**config.mk**
```make
export PLATFORM = sky130hd
export DESIGN_NAME = sseg_capture_decoder_flat
export DESIGN_NICKNAME = d
export VERILOG_FILES = /design/src/rtl/sseg_pkg.sv /design/src/rtl/sseg_capture_decoder_if.sv /design/src/rtl/sseg_pattern_decode.sv /design/src/rtl/sseg_capture_decoder.sv /design/src/flat_wrapper.sv
export SDC_FILE = /design/constraint.sdc
export NUM_CORES = 1
export LEC_CHECK = 0
export CAP_MARGIN = 20
export CORE_MARGIN = 5
export CORE_UTILIZATION = 40
export DETAILED_ROUTE_END_ITERATION = 8
export SLEW_MARGIN = 20
export SYNTH_ARGS = -nofsm -noshare
export SYNTH_HDL_FRONTEND = slang
export SYNTH_SLANG_ARGS = --single-unit
```
**constraint.sdc**
```tcl
create_clock -name clk -period 4.87 [get_ports clk]
set_clock_uncertainty 0.1 [all_clocks]
set_input_delay 1.2175 -clock clk [delete_from_list [all_inputs] [get_ports clk]]
set_output_delay 1.2175 -clock clk [all_outputs]
set_load 0.1 [all_outputs]
```
**src/rtl/sseg_pkg.sv**
```systemverilog
// Shared definitions for seven-segment capture: widths, the active-low
// segment table (common anode, bit6=a .. bit0=g) and the capture FSM states.
package sseg_pkg;

  localparam int unsigned SEG_W  = 7;
  localparam int unsigned CODE_W = 4;

  localparam logic [SEG_W-1:0] SEG_0 = 7'b0000001;
  localparam logic [SEG_W-1:0] SEG_1 = 7'b1001111;
  localparam logic [SEG_W-1:0] SEG_2 = 7'b0010010;
  localparam logic [SEG_W-1:0] SEG_3 = 7'b0000110;
  localparam logic [SEG_W-1:0] SEG_4 = 7'b1001100;
  localparam logic [SEG_W-1:0] SEG_5 = 7'b0100100;
  localparam logic [SEG_W-1:0] SEG_6 = 7'b0100000;
  localparam logic [SEG_W-1:0] SEG_7 = 7'b0001111;
  localparam logic [SEG_W-1:0] SEG_8 = 7'b0000000;
  localparam logic [SEG_W-1:0] SEG_9 = 7'b0000100;
  localparam logic [SEG_W-1:0] SEG_A = 7'b0001000;
  localparam logic [SEG_W-1:0] SEG_B = 7'b1100000;
  localparam logic [SEG_W-1:0] SEG_C = 7'b0110001;
  localparam logic [SEG_W-1:0] SEG_D = 7'b1000010;
  localparam logic [SEG_W-1:0] SEG_E = 7'b0110000;
  localparam logic [SEG_W-1:0] SEG_F = 7'b0111000;

  localparam logic [SEG_W-1:0] SEG_TABLE [16] = '{
    SEG_0, SEG_1, SEG_2, SEG_3, SEG_4, SEG_5, SEG_6, SEG_7,
    SEG_8, SEG_9, SEG_A, SEG_B, SEG_C, SEG_D, SEG_E, SEG_F
  };

  typedef enum logic {
    S_TRACK,
    S_HELD
  } cap_state_t;

endpackage

```
**src/rtl/sseg_capture_decoder_if.sv**
```systemverilog
// Display-bus bundle: pin-side segment/anode lines and the decoded frame outputs.
interface sseg_capture_decoder_if #(
  parameter int unsigned NDIG = 4
);

  logic [sseg_pkg::SEG_W-1:0]       sseg_in;
  logic [NDIG-1:0]                  an_in;
  logic [sseg_pkg::CODE_W*NDIG-1:0] digits_o;
  logic                             frame_o;
  logic                             valid_o;
  logic                             err_o;

  modport master (
    output sseg_in, an_in,
    input  digits_o, frame_o, valid_o, err_o
  );

  modport slave (
    input  sseg_in, an_in,
    output digits_o, frame_o, valid_o, err_o
  );

endinterface

```
**src/rtl/sseg_pattern_decode.sv**
```systemverilog
// Reverse lookup of the segment table: pattern -> {code, hit}.
// Unknown patterns (blank included) return code 0 with hit low.
module sseg_pattern_decode
  import sseg_pkg::*;
(
  input  logic [SEG_W-1:0]  seg,
  output logic [CODE_W-1:0] code,
  output logic              hit
);

  always_comb begin
    code = '0;
    hit  = 1'b0;
    for (int unsigned i = 0; i < 16; i++) begin
      if (seg == SEG_TABLE[i]) begin
        code = CODE_W'(i);
        hit  = 1'b1;
      end
    end
  end

endmodule

```
**src/rtl/sseg_capture_decoder.sv**
```systemverilog
// Rebuilds multiplexed seven-segment digits into a frame: synchronise,
// filter for stability, capture once per stable period, assemble per scan.
module sseg_capture_decoder
  import sseg_pkg::*;
#(
  parameter int unsigned NDIG       = 4,
  parameter int unsigned STABLE_CYC = 8
) (
  input logic                   clk,
  input logic                   rst,
  sseg_capture_decoder_if.slave bus
);

  localparam int unsigned SAMP_W = NDIG + SEG_W;
  localparam int unsigned CNT_W  = $clog2(STABLE_CYC) + 1;
  localparam int unsigned IDX_W  = (NDIG > 1) ? $clog2(NDIG) : 1;

  logic [SAMP_W-1:0] sync1, sync2, prev;
  logic [CNT_W-1:0]  stab_cnt;
  logic              match;
  logic              capture;

  logic [NDIG-1:0]   an_s;
  logic [SEG_W-1:0]  seg_s;
  logic              an_ok;
  logic [IDX_W-1:0]  an_idx;
  logic [CODE_W-1:0] dec_code;
  logic              dec_hit;

  cap_state_t        state;
  logic [CODE_W-1:0] shadow [NDIG];
  logic [NDIG-1:0]   seen;
  logic              frame_err;

  // All-ones reset makes the pins read as blank with no digit selected.
  always_ff @(posedge clk or negedge rst) begin
    if (!rst) begin
      sync1 <= '1;
      sync2 <= '1;
      prev  <= '1;
    end else begin
      sync1 <= {bus.an_in, bus.sseg_in};
      sync2 <= sync1;
      prev  <= sync2;
    end
  end

  assign match = (sync2 == prev);
  assign an_s  = sync2[SAMP_W-1:SEG_W];
  assign seg_s = sync2[SEG_W-1:0];

  always_ff @(posedge clk or negedge rst) begin
    if (!rst) begin
      stab_cnt <= '0;
    end else if (!match) begin
      stab_cnt <= '0;
    end else if (stab_cnt != '1) begin
      stab_cnt <= stab_cnt + 1'b1;
    end
  end

  assign capture = (state == S_TRACK) && match &&
                   (stab_cnt == CNT_W'(STABLE_CYC - 1));

  always_comb begin
    int unsigned n_low;
    n_low  = 0;
    an_idx = '0;
    for (int unsigned i = 0; i < NDIG; i++) begin
      if (!an_s[i]) begin
        n_low  = n_low + 1;
        an_idx = IDX_W'(i);
      end
    end
    an_ok = (n_low == 1);
  end

  sseg_pattern_decode u_decode (
    .seg  (seg_s),
    .code (dec_code),
    .hit  (dec_hit)
  );

  // Completion clears seen/frame_err first; a capture in the same cycle then
  // lands on top, so it is counted towards the following frame.
  always_ff @(posedge clk or negedge rst) begin
    if (!rst) begin
      state        <= S_TRACK;
      seen         <= '0;
      frame_err    <= 1'b0;
      bus.digits_o <= '0;
      bus.frame_o  <= 1'b0;
      bus.valid_o  <= 1'b0;
      bus.err_o    <= 1'b0;
      for (int unsigned i = 0; i < NDIG; i++) begin
        shadow[i] <= '0;
      end
    end else begin
      bus.frame_o <= 1'b0;

      case (state)
        S_TRACK: if (capture) state <= S_HELD;
        S_HELD:  if (!match)  state <= S_TRACK;
        default:              state <= S_TRACK;
      endcase

      if (&seen) begin
        for (int unsigned i = 0; i < NDIG; i++) begin
          bus.digits_o[CODE_W*i +: CODE_W] <= shadow[i];
        end
        bus.frame_o <= 1'b1;
        bus.valid_o <= 1'b1;
        bus.err_o   <= frame_err;
        seen        <= '0;
        frame_err   <= 1'b0;
      end

      if (capture && an_ok) begin
        shadow[an_idx] <= dec_hit ? dec_code : '0;
        seen[an_idx]   <= 1'b1;
        if (!dec_hit) frame_err <= 1'b1;
      end
    end
  end

endmodule

```
**src/flat_wrapper.sv**
```systemverilog
// flat-port wrapper written by rule: the top's interface ports become plain ports
module sseg_capture_decoder_flat import sseg_pkg::*;
#(
  parameter int unsigned NDIG       = 4,
  parameter int unsigned STABLE_CYC = 8
)
  (clk, rst, bus_sseg_in, bus_an_in, bus_digits_o, bus_frame_o, bus_valid_o, bus_err_o);
  sseg_capture_decoder_if #(.NDIG(NDIG)) bus_i ();
  input logic clk;
  input logic rst;
  input wire logic [$bits(bus_i.sseg_in)-1:0] bus_sseg_in;
  input wire logic [$bits(bus_i.an_in)-1:0] bus_an_in;
  output wire logic [$bits(bus_i.digits_o)-1:0] bus_digits_o;
  output wire logic [$bits(bus_i.frame_o)-1:0] bus_frame_o;
  output wire logic [$bits(bus_i.valid_o)-1:0] bus_valid_o;
  output wire logic [$bits(bus_i.err_o)-1:0] bus_err_o;
  assign bus_i.sseg_in = bus_sseg_in;
  assign bus_i.an_in = bus_an_in;
  assign bus_digits_o = bus_i.digits_o;
  assign bus_frame_o = bus_i.frame_o;
  assign bus_valid_o = bus_i.valid_o;
  assign bus_err_o = bus_i.err_o;
  sseg_capture_decoder #(.NDIG(NDIG), .STABLE_CYC(STABLE_CYC)) u_core (.clk(clk), .rst(rst), .bus(bus_i));
endmodule
```
Word level (Yosys, flattened, before mapping)
Cells that the tools add are included.
- mux-type cells: 55
- magnitude comparators: 4
- add/sub/neg operators: 4
- bitwise gates (word level): 3
- eq/ne operators: 20
- reductions and logical operators: 7
- operators with widths (kind ; count):
    32-bit two-way mux ; 3
    4-bit two-way mux ; 20
    32-bit by 1-bit adder with 32-bit output (second input constant) ; 2
    7-bit by 6-bit equality test with 1-bit output (second input constant) ; 5
    32-bit by 1-bit equality test with 1-bit output (second input constant) ; 1
    7-bit equality test (second input constant) ; 4
    1-bit two-way mux ; 26
    16-bit bitwise mux ; 1
    7-bit by 3-bit equality test with 1-bit output (second input constant) ; 2
    7-bit by 4-bit equality test with 1-bit output (second input constant) ; 2
    11-bit equality test ; 1
    4-bit demux with 2-bit select ; 1
    7-bit by 1-bit equality test with 1-bit output (second input constant) ; 1
    7-bit by 5-bit equality test with 1-bit output (second input constant) ; 1
    7-bit zero test ; 1
    1-bit logical AND ; 5
    4-bit by 1-bit adder with 4-bit output (second input constant) ; 1
    4-bit by 3-bit equality test with 1-bit output (second input constant) ; 1
    2-bit two-way mux ; 2
    4-bit inequality test (second input constant) ; 1
    4-bit bitwise OR ; 1
    4-bit AND reduction ; 1
    3-bit greater-or-equal comparator (second input constant) ; 1
    2-bit by 3-bit < comparator with 1-bit output (second input constant) ; 1
    other kinds (8) ; 8
- bits in registers: 78
- word-level logic and storage cells: 108

Longest topological paths before layout
- word-level depth: 19
- mapped depth: 11
- depth with buffers taken out: 10

Cells and area by module
A second synthesis with hierarchy kept.
- cell total of the unflattened synthesis: 283
- area, all modules: 3400.8 um^2
- modules (own cells, without submodules) (module ; instances ; sequential area each (um^2) ; cells an instance ; area each (um^2)):
    sseg_capture_decoder ; 1 ; 1993.2 ; 227 ; 2991.6
    sseg_pattern_decode ; 1 ; 0.0 ; 56 ; 409.1

Worst setup path after synthesis
Ideal clock, no wire load.
- path type: reg2reg
- start point: reg u_core.sync2[8]
- end point: reg u_core.shadow[0] (netlist bit)
- buffers on the path: 0
- stages on the path, launching flop included: 10
- data required time: 4.645 ns
- period minus slack after synthesis: 2.735 ns
- arrival time: 2.510 ns
- slack: 2.135 ns
- path through: dfstp_2 inv_1 ha_1 xnor2_1 ha_1 nand2b_1 xnor2_1 and4_1 nor4b_4 mux2_2
- longest elaborated chain between the ends: 9
- elaborated cells between the ends (all ways): 20
- those cells by class: 2 x add/sub; 2 x order compare; 2 x eq/ne; 9 x mux; 1 x bitwise; 4 x reduce/logical
- RTL lines (element ; RTL line ; text):
    start: declaration ; sseg_capture_decoder.sv:18 ; logic [SAMP_W-1:0] sync1, sync2, prev;
    start signal: assignment ; sseg_capture_decoder.sv:43 ; sync2 <= sync1;
    parallel branches: the longest is 9 deep, another holds 32-bit by 1-bit adder with 32-bit output ; - ;
    end signal: indexed assignment ; sseg_capture_decoder.sv:119 ; shadow[an_idx] <= dec_hit ? dec_code : '0;
    end: declaration ; sseg_capture_decoder.sv:31 ; logic [CODE_W-1:0] shadow [NDIG];
Several ways; the timed one is not identified.
A chain may end at the register's enable or synchronous reset.

Final worst setup path
- start point: reg u_core.bus.digits_o[8]
- end point: out bus_digits_o[8]
- RTL lines (element ; RTL line ; text):
    start: declaration ; sseg_capture_decoder_if.sv:20 ; output digits_o, frame_o, valid_o, err_o
    start signal: indexed assignment ; sseg_capture_decoder.sv:109 ; bus.digits_o[CODE_W*i +: CODE_W] <= shadow[i];
    end: declaration ; flat_wrapper.sv:13 ; output wire logic [$bits(bus_i.digits_o)-1:0] bus_digits_o;
No word-level cell between the ends.

==> impl_metrics.ini <==
[yosys]
synth_cells = 280
synth-compound-area-share = 0.0452
yosys.area_share.simple = 0.192
ys_ff_latch = 78
synthAdderAreaFrac = 0.0155
synth_top_area_share = 0.348
ys_top_cells_by_area = dfrtp_1 35%, dfstp_2 27%, nand2_1 7.0%
async_flop_share = 1.00
ys_seq_area_frac = 0.616
synth_top_cell_by_area = dfrtp_1
ys.flop_type = dfrtp_1
synthDistinctLibCells = 47
syn_area_mm2 = 0.00324
syn_area_per_cell_um2 = 11.6
synth_top_family_by_area = simple AND/OR/NAND/NOR gates
synth_edf_count = 0
synthesis.nets = 297
synth_warnings = 0
synth_xor_xnor_area_share = 0.0406
synth_mux_area_frac = 0.0649

[cts]
htree_levels = 3
clk_pin_slew_ns = 0.08
cts-buffers-inserted = 9
clockBufferDepth = 2
post_cts_buffers = 0
cts-resized-gates = 0
ctsHoldBuffers = 0
clock_sinks = 78
clock_latency_ns = 0.34
tritoncts = yes
cts_root_buf = clkbuf_8

[routing]
totalWireLength_um = 5720
vias_per_cell = 5.00
drt_pre_antenna_iters = 4
drtAntennaViolNets = 0
via_count = 2081
drc_errors = 0
routedWlPerCell_um = 13.8
drt_iter0_drc = 61

[final_layout]
area_delta_synth_final_pct = 18.4
n_antenna_cell = 0
final_nets = 326
drive_gt1_frac = 0.220

[setup_path]
worstSetupStartpointType = flip-flop
crit_path_max_incr_delay_ns = 1.14
crit_chain = clkdlybuf4s50_1
critical-path-top-delay-family = buffers and inverters
critPathCaptureType = primary output
critPathMaxFanout = 2
required_ns = 3.55
path_class = reg -> out
arrival_ns = 1.85
crit_slowest_cell = clkdlybuf4s50_1
critical_path_buf_inv_count = 1

[global_route]
grt_max_degree = 79
grt_pass1_wl_um = 9700
grt_pass1_vias = 2049
gr-total-overflow = 0
groute.usage.overall = 0.124
antenna_found_initial = 0

[sta]
fmax_mhz = 316
finalSetupTns_ns = 0
worstMarginPinSlew_ns = 0.975
rsz0062_at_grt = false
setup_viol = 0
slew_headroom = 0.348
min_period_ns = 3.16
drv_slew = 0
post-route-period-util = 0.650
setup_ws_ns = 1.71
hold_viol = 0

[place]
gp_congestion = 0.790
portBuffers = 31
dpl.hpwl_um = 3710
post-place-ws_ns = 1.87

[die]
die_area_mm2 = 0.0100
ios = 32
fp.dieW_um = 100
initial_core_util = 0.415
rows = 32
core_area_mm2 = 0.00781
die_y_um = 100

[min_path]
hold_class = reg -> reg

[run]
drv_cap = 0

[pwr]
p_leak_nw = 1.76
max-vdd-ir-drop_mv = 0.132
powerDensity_mw_per_mm2 = 322

[run_status]
status = completed
-- sequential cells by signal, summed over array words and instances, names as in the netlist --
signal               count
u_core.shadow           16
u_core.bus.err_o         1
u_core.bus.valid_o       1
u_core.bus.frame_o       1
u_core.sync1            11
u_core.frame_err         1
u_core.prev             11
u_core.sync2            11
u_core.bus.digits_o     16
u_core.state             1
u_core.stab_cnt          4
u_core.seen              4
-- power breakdown --
group          internal, mW  leakage, nW  switching [mW]
clock                 0.247        0.107           0.229
sequential            0.673        0.976          0.0204
combinational        0.0279        0.679          0.0352
-- stage by stage --
stage	total power [mW]	instance area, um^2	cells	util	hold slack (ns)
floorplan	0.736	3240	280	-	0.245
global placement	0.767	3610	399	0.462	0.246
detailed placement	0.768	3610	399	0.462	0.247
CTS	1.26	3810	415	0.489	0.259
global route	1.29	3830	416	0.491	0.261
finish	1.23	3830	416	0.491	0.257
-- Yosys cell counts, types with 2 or more instances --
library cell	n
o21ai_0	5
and2_1	2
nand2b_1	4
a211oi_1	2
and3_1	2
nand3_1	6
nor2_1	13
xnor2_1	4
clkbuf_1	10
inv_1	5
ha_1	4
nor2b_1	3
xor2_1	11
a21oi_1	5
dfstp_2	33
dfrtp_1	45
a21o_1	3
nand2_1	60
nand3b_1	3
nand4_1	5
mux2_2	15
mux2i_1	3
buf_2	2
nor3_1	6
nor4bb_1	2
nor3b_1	2
nor4_1	5
-- layer usage --
layer,track usage,wire [um],part of all wire
met1,0.167,2730,0.48
met2,0.186,2650,0.46
met3,0.0459,255,0.045
met4,0.0404,86,0.015
met5,0,0,0
-- worst register-to-register path, cell delays in order, from the launching register on --
cell	delay [ns]
dfstp_2	0.58
inv_1	0.07
ha_1	0.35
xnor2_1	0.35
ha_1	0.22
nand2b_1	0.07
xnor2_1	0.12
and4_1	0.30
nor4b_4	0.38
mux2_2	0.38
-- logic make-up (layout without fill, tap and decap cells) --
group / after synthesis / after routing
AO/OA/AOI/OAI: 22 / 22
XOR/XNOR: 15 / 15
adder cells (fa/ha/maj): 4 / 4
buffers and inverters: 20 / 54
flip-flops: 78 / 78
multiplexers: 19 / 19
AND/OR/NAND/NOR: 122 / 122
-- final timing paths --
path                            slack, ns            endpoint  depth (start not counted)                    from
worst max-delay path                 1.71     bus_digits_o[8]                          1  u_core.bus.digits_o[8]
worst min-delay path                 0.26     u_core.sync2[3]                          0         u_core.sync1[3]
worst max register to register       1.85    u_core.shadow[0]                          9         u_core.sync2[8]
worst min register to register       0.26     u_core.sync2[3]                          0         u_core.sync1[3]
max in group asynchronous            3.15    u_core.shadow[8]                          1                     rst
min in group asynchronous            0.92  u_core.stab_cnt[0]                          1                     rst
-- placed cells by master, fill, tap and decap left out, types with 2 or more instances in the layout --
| master | Yosys | routed |
|---|---|---|
| clkdlybuf4s50_1 | 0 | 30 |
| a21o_1 | 3 | 3 |
| dfrtp_1 | 45 | 45 |
| clkinv_4 | 0 | 2 |
| a21oi_1 | 5 | 5 |
| and3_1 | 2 | 2 |
| nor4bb_1 | 2 | 2 |
| ha_1 | 4 | 4 |
| nand2b_1 | 4 | 4 |
| clkinv_2 | 0 | 2 |
| nand4_1 | 5 | 5 |
| and2_1 | 2 | 2 |
| nor2b_1 | 3 | 3 |
| nand3_1 | 6 | 6 |
| nand2_1 | 60 | 60 |
| nor4_1 | 5 | 5 |
| a211oi_1 | 2 | 2 |
| mux2i_1 | 3 | 3 |
| clkbuf_8 | 0 | 9 |
| nor2_1 | 13 | 13 |
| xnor2_1 | 4 | 4 |
| nand3b_1 | 3 | 3 |
| clkbuf_16 | 0 | 2 |
| dfstp_2 | 33 | 33 |
| nor3_1 | 6 | 6 |
| xor2_1 | 11 | 11 |
| o21ai_0 | 5 | 5 |
| nor3b_1 | 2 | 2 |
| inv_1 | 5 | 5 |
| mux2_2 | 15 | 15 |
-- layout make-up --
type / count / area (um^2)
inverters: 6 / 22.5
clock inverters: 4 / 27.5
multi-input cells: 182 / 1170
fillers: 749 / 3970
clock buffers: 12 / 178
well taps: 102 / 128
flip-flops and latches: 78 / 1990
repair buffers: 32 / 319
No activity file was read; power rests on OpenSTA's default activity.
